`src/rtl/pipeline_run_controller.sv`:
```
// Global pipe-enable sequencer: run, single-step and halt-drain control
// for the five-stage pipeline, plus a saturating enabled-cycle counter.
module pipeline_run_controller #(
  parameter int NB_CYCLES = 32,
  parameter int N_DRAIN   = 4
) (
  input  logic                 i_clk,
  input  logic                 i_rst_n,
  input  logic                 i_cmd_valid,
  input  logic [1:0]           i_cmd,
  output logic                 o_cmd_ready,
  input  logic                 i_halt_fetched,
  output logic                 o_pipe_enabled,
  output logic [2:0]           o_state,
  output logic                 o_done,
  output logic                 o_halted,
  output logic [NB_CYCLES-1:0] o_cycle_count
);

  typedef enum logic [2:0] {
    S_IDLE   = 3'd0,
    S_RUN    = 3'd1,
    S_STEP   = 3'd2,
    S_DRAIN  = 3'd3,
    S_HALTED = 3'd4
  } state_t;

  localparam logic [1:0] CMD_RUN  = 2'b01;
  localparam logic [1:0] CMD_STEP = 2'b10;
  localparam logic [1:0] CMD_STOP = 2'b11;
  localparam logic [3:0] DRAIN_LD = 4'(N_DRAIN);

  state_t         state;
  state_t         state_nx;
  logic [3:0]     drain_cnt;
  logic [3:0]     drain_nx;
  logic           done_nx;
  logic           accept;
  logic [NB_CYCLES-1:0] cnt;

  assign o_pipe_enabled = (state == S_RUN) ||
                          (state == S_STEP) ||
                          (state == S_DRAIN);
  assign o_cmd_ready    = (state == S_IDLE) ||
                          (state == S_RUN) ||
                          (state == S_HALTED);
  assign o_halted       = (state == S_HALTED);
  assign o_state        = state;
  assign o_cycle_count  = cnt;
  assign accept         = i_cmd_valid && o_cmd_ready;

  always_comb begin
    state_nx = state;
    drain_nx = drain_cnt;
    done_nx  = 1'b0;
    unique case (state)
      S_IDLE: begin
        if (accept && i_cmd == CMD_RUN)
          state_nx = S_RUN;
        else if (accept && i_cmd == CMD_STEP)
          state_nx = S_STEP;
      end
      S_RUN: begin
        // halt wins over a STOP in the same cycle
        if (i_halt_fetched) begin
          state_nx = S_DRAIN;
          drain_nx = DRAIN_LD;
        end else if (accept && i_cmd == CMD_STOP) begin
          state_nx = S_IDLE;
        end
      end
      S_STEP: begin
        if (i_halt_fetched) begin
          state_nx = S_DRAIN;
          drain_nx = DRAIN_LD;
        end else begin
          state_nx = S_IDLE;
          done_nx  = 1'b1;
        end
      end
      S_DRAIN: begin
        drain_nx = drain_cnt - 4'd1;
        if (drain_cnt <= 4'd1) begin
          state_nx = S_HALTED;
          drain_nx = 4'd0;
          done_nx  = 1'b1;
        end
      end
      S_HALTED: state_nx = S_HALTED;
      default: begin
        state_nx = S_IDLE;
        drain_nx = 4'd0;
      end
    endcase
  end

  always_ff @(posedge i_clk or negedge i_rst_n) begin
    if (!i_rst_n) begin
      state     <= S_IDLE;
      drain_cnt <= 4'd0;
      o_done    <= 1'b0;
    end else begin
      state     <= state_nx;
      drain_cnt <= drain_nx;
      o_done    <= done_nx;
    end
  end

  always_ff @(posedge i_clk or negedge i_rst_n) begin
    if (!i_rst_n)
      cnt <= '0;
    else if (o_pipe_enabled && cnt != '1)
      cnt <= cnt + NB_CYCLES'(1);
  end

endmodule
```
`config.mk`:
```
export PLATFORM = sky130hd
export DESIGN_NAME = pipeline_run_controller
export DESIGN_NICKNAME = d
export VERILOG_FILES = /design/src/rtl/pipeline_run_controller.sv
export SDC_FILE = /design/constraint.sdc
export NUM_CORES = 1
export LEC_CHECK = 0
export CORE_ASPECT_RATIO = 1.75
export CORE_MARGIN = 2
export CORE_UTILIZATION = 45
export CTS_CLUSTER_DIAMETER = 30
export DETAILED_ROUTE_END_ITERATION = 10
export PLACE_DENSITY = 0.71
export SYNTH_ARGS = -nofsm -noshare
export SYNTH_HDL_FRONTEND = slang
export SYNTH_SLANG_ARGS = --single-unit
export TNS_END_PERCENT = 20
```
`constraint.sdc`:
```
create_clock -name i_clk -period 4.5 [get_ports i_clk]
set_input_delay 0.45 -clock i_clk [delete_from_list [all_inputs] [get_ports i_clk]]
set_output_delay 0.45 -clock i_clk [all_outputs]
set_load 0.02 [all_outputs]
```
After elaboration in Yosys (flattened, before gate mapping):

Index checks and enable logic that the tools add are counted.

* bits in writable memories: 0
* latch bits: 0
* ROM bits: 0
* word-level logic and storage cells: 47
* flip-flop bits (word level): 40
* bits of input ports: 6
* output and inout port bits: 39
* memories kept: 0

* shift-type cells: 0
* $mul: 0
* reductions and logical operators: 14
* magnitude comparators: 1
* add/subtract/negate cells: 2
* bitwise operators: 1
* multiplexer cells: 13
* div/mod/pow operators: 0
* equality and inequality tests: 12

Operators with widths (count)
* 32-bit by 1-bit adder with 32-bit output, second input constant: 1
* 32-bit != test, second input constant: 1
* 3-bit 2-to-1 mux: 5
* 3-bit one-hot mux with 5 select lines: 1
* 4-bit one-hot mux with 3 select lines: 1
* 4-bit 2-to-1 mux: 2
* 3-bit by 2-bit equality test with 1-bit output, second input constant: 2
* 1-bit logical AND: 5
* 2-bit equality test, second input constant: 2
* 4-bit by 1-bit less-or-equal comparator with 1-bit output, second input constant: 1
* 1-bit logical OR: 4
* 2-bit by 1-bit != test with 1-bit output, second input constant: 2
* 2-bit OR reduction: 2
* 4-bit by 1-bit subtractor with 4-bit output, second input constant: 1
* 3-bit by 1-bit equality test with 1-bit output, second input constant: 1
* 3-bit equality test, second input constant: 1
* 3-bit zero test: 1
* 3-bit by 1-bit != test with 1-bit output, second input constant: 1
* 3-bit by 2-bit != test with 1-bit output, second input constant: 1
* 3-bit AND reduction: 1
* 2-bit by 1-bit equality test with 1-bit output, second input constant: 1
* 1-bit 2-to-1 mux: 2
* 2-bit 2-to-1 mux: 1
* 1-bit one-hot mux with 2 select lines: 1
* 2 further kinds: 2

Longest topological paths before layout:

* depth after elaboration: 8
* depth in mapped cells: 7
* gate-level depth less buffers: 7

Worst setup path after synthesis:

No wires, ideal clock.

* path kind: register to register
* start: register state[2], in the netlist o_state[2]
* end: register cnt[31], in the netlist o_cycle_count[31]
* arrival: 1.880 ns
* slack: 2.490 ns
* setup time: 0.130 ns
* period minus slack after synthesis: 2.010 ns
* cell stages (with the launch flop): 7
* required time: 4.370 ns
* cell sequence: dfrtp_1 > buf_6 > o21bai_4 > or4_4 > a2111oi_4 > nand4_1 > xnor2_1

* longest elaborated chain between the ends: 4
* elaborated cells between the ends (all ways): 6
* classes of those cells: 3 x eq/ne; 3 x reduce/logical

RTL lines
* from (decl): RTL line 33 `state_t state;`
* from (signal assigned): RTL line 103 `state <= state_nx;`
* 3-bit by 1-bit equality test with 1-bit output / 3-bit by 2-bit equality test with 1-bit output (equally long branches): RTL line 41, 42
* 1-bit logical OR: RTL line 41 `assign o_pipe_enabled = (state == S_RUN) ||`
* 1-bit logical OR (*): RTL line 42 `(state == S_STEP) ||`
* 1-bit logical AND (*): RTL line 112 `else if (o_pipe_enabled && cnt != '1)`
* to (signal assigned): RTL line 113 `cnt <= cnt + NB_CYCLES'(1);`
* to (decl): RTL line 39 `logic [NB_CYCLES-1:0] cnt;`

Every way passes the cells marked *; elsewhere a longest branch is shown, timed or not.
A chain may end at the register's enable or synchronous reset.

Final worst setup path:

* start: register state[0], in the netlist o_state[0]
* end: output port o_halted

* longest elaborated chain between the ends: 1

RTL lines
* 3-bit equality test: RTL line 47 `assign o_halted = (state == S_HALTED);`
* to (decl): RTL line 16 `output logic o_halted,`

No other way between the ends.

==> metrics.md <==
| Metric | Value |
|---|---|
| Number of flops mapped to enable cells by yosys | 0 |
| Routed WL | 4600 um |
| Endpoints failing setup | 0 |
| Mean area per synthesized cell | 10.1 um^2 |
| Register area | ~1000 um^2 |
| Placed Cells | 304 |
| Wire per inst | 14.7 um |
| Pwr dens | 478 nW/um^2 |
| # IOs | 45 |
| CTS tree | yes |
| H-Tree Depth | 2 |
| Share of layout cells above drive strength 1 | between 8 and 9% |
| Die H | 95.1 um |
| Total Nets Final | 268 |
| Total grt overflow | 0 |
| Total number of vias | 1749 |
| IO Port Bufs | 44 |
| Post-synth net total | 220 |
| Clock buffer count from CTS | 5 |
| N_diodes | 0 |
| Antenna violations before repair | 0 |
| Leak | between 0.001 and 0.0015 uW |
| Initial Utilization | between 40% and 50% |
| Drt first pass iters | 4 |
| CP startpoint kind | flop |
| Largest cells by area after synthesis | dfrtp_1 47%, xnor2_1 7.0%, xor2_1 4.5% |
| Top-area cell type share of the netlist area | 46.9% |
| Final period util | roughly half |
| Gr usage total | 18.4% |
| Yosys reg bits | 40 |
| Largest net degree at the start of global routing | 41 |
| CTS resizes | 0 |
| Hold buffer count at CTS | 0 |
| Synth Cell Area | 2130 um^2 |
| Root Buffer | clkbuf_8 |
| Clock Path Buffers | 2 |
| Post-CTS Setup Bufs | 0 |
| Chip Width | roughly 56 um |
| Worst path required time | roughly 4.1 ns |
| Post-synthesis async set-or-reset flop share | 100% |
| DRC | 0 |
| First-pass GRT wire length | 7760 um |
| Clock tree sinks | 40 |
| Multi-input logic area | 1080 um^2 |
| Crit path capture type | primary output |
| Count leader, synth | dfrtp_1 |
| WHS | between 0.2 and 0.3 ns |
| FMAX | roughly 440 MHz |
| Leading area contributor after synthesis | dfrtp_1 |
| Finished Layout Cells | approximately 310 |
| Via density | 5.61 |
| Hold crit path type | in2async |
| Vias in the first global route | around 1700 |
| Peak supply drop | slightly below 400 uV |
| Largest fanout on the critical path | 14 |
| Final HPWL DP | about 3500 um |
| Layout area overhead | 26.8% |
| Fill count | 410 |
| Worst Tran Pin Value | 1.11 ns |
| Post-route ant nets | 0 |
| Slowest cell on the critical path | clkdlybuf4s50_1 |
| Worst R2R Setup Slack | ~2.3 ns |
| Ys flop type | dfrtp_1 |
| CP Cell Sequence | nor2_1, and2_1, clkdlybuf4s50_1 |
| GP Congestion | 0.850 |
| Clk slew on worst S/H paths | 0.07 ns |
| Max-slew headroom | 25.0% |
| Commonest cells in the netlist | 40 x dfrtp_1, 19 x nor2_1, 17 x nand2_1, 17 x xnor2_1, 15 x nand3_1 |
| Max Cap Viol | 0 |
| Die ar. | 5330 um^2 |
| Core ar. | 4620 um^2 |
| Slew Limit Fails | 0 |
| Fin crit period | 2.28 ns |
| FP Rows | 33 |
| Post-synthesis instance total | 211 |
| Worst-skew pair later-pin latency | 0.28 ns |
| Yosys warnings | 0 |
| Final hold viol count | 0 |
| Crit-path max cell delay | 0.60 ns |
| Status | finished, final reports clean |
| Initial DRC Count | about 40 |
| Sequential-to-total area share from yosys stat | around 47% |
| Sum Neg Setup Slack | 0 ns |
| Worst Path Arrival | 1.83 ns |
| Distinct cells, synth | 44 |
| Setup Skew | a little under 0.005 ns |
| Setup CP Type | reg2out |
| RSZ-0062 raised after global routing | no |
power by group:
group          switching [uW]  total, uW  internal [uW]  leakage [uW]
clock network             116        241            125     0.0000455
registers                 104        529            425      0.000540
logic                     283        523            240      0.000494
cell type report:
cell class                      count  share of cell area, %
Timing Repair Buffer               44                   16.1
Multi-Input combinational cell    159                   39.9
Clock buffer                        8                   3.33
Tap cell                           52                   2.41
Sequential cell                    40                   37.0
Inverter                            9                   1.25
placed cells by master (no fill, tap or decap), types with 2 or more instances in the layout:
cell / count
or2_2: 2
clkbuf_1: 2
a31o_2: 2
and4_1: 3
clkbuf_8: 6
nand2b_1: 3
nor3_1: 9
o21ai_0: 6
xor2_1: 11
a21oi_1: 8
dfrtp_1: 40
or4_4: 2
or3_1: 2
nor2_1: 19
a2111oi_0: 2
inv_1: 9
nor4_2: 3
nor2b_1: 2
nand4_1: 9
ha_1: 3
xnor2_1: 17
nand2_1: 17
and2_1: 2
clkdlybuf4s50_1: 43
nand3_1: 15
a31oi_1: 3
final timing paths:
path	startpoint	to	depth (start not counted)
max in group asynchronous	i_rst_n	o_state[1]	1
max reg2reg	drain_cnt[0]	drain_cnt[2]	6
min	i_rst_n	o_cycle_count[13]	1
max	o_state[0]	o_halted	3
min in group i_clk	o_cycle_count[20]	o_cycle_count[20]	1
min reg2reg	o_cycle_count[20]	o_cycle_count[20]	1
registers in the layout (all words and copies together) (netlist names):
name and flops:
o_cycle_count 32, drain_cnt 4, o_done 1, o_state 3
critical path: cells and delay by family (launching register included):
kind,cells,cell delay (ns)
buf+inv,1,0.60
flops,1,0.55
simple gates,2,0.40
routing by layer:
layer	global-route usage, %	share of wire, %	vias up
li1	-	-	860
met1	21.8	40	837
met2	33.0	55	50
met3	3.93	4.5	2
met4	5.56	0.72	0
met5	0	0	-
logic make-up (layout without fill, tap and decap cells):
group,after synthesis,in the layout,share of synthesized area (%)
AOI/OAI and AO/OA,36,36,13.8
xor gates and xnor gates,28,28,11.5
adders and majority gates,3,3,1.76
buffers and inverters,12,61,2.46
DFF,40,40,46.9
muxes,1,1,0.528
and+or+nand+nor,91,91,23.0
stage by stage:
step | setup WS (ns) | utilization, % | total power [uW] | area, um^2
CTS | 2.20 | 58.5 | 1310 | 2700
detailed placement | 2.23 | 56.5 | 1060 | 2610
global placement | 2.27 | 56.5 | 1050 | 2610
floorplan | 2.49 | - | 862 | 2130
global route | 2.06 | 58.5 | 1390 | 2700
finish | 2.22 | 58.5 | 1290 | 2700
No activity file was read; power rests on OpenSTA's default activity.
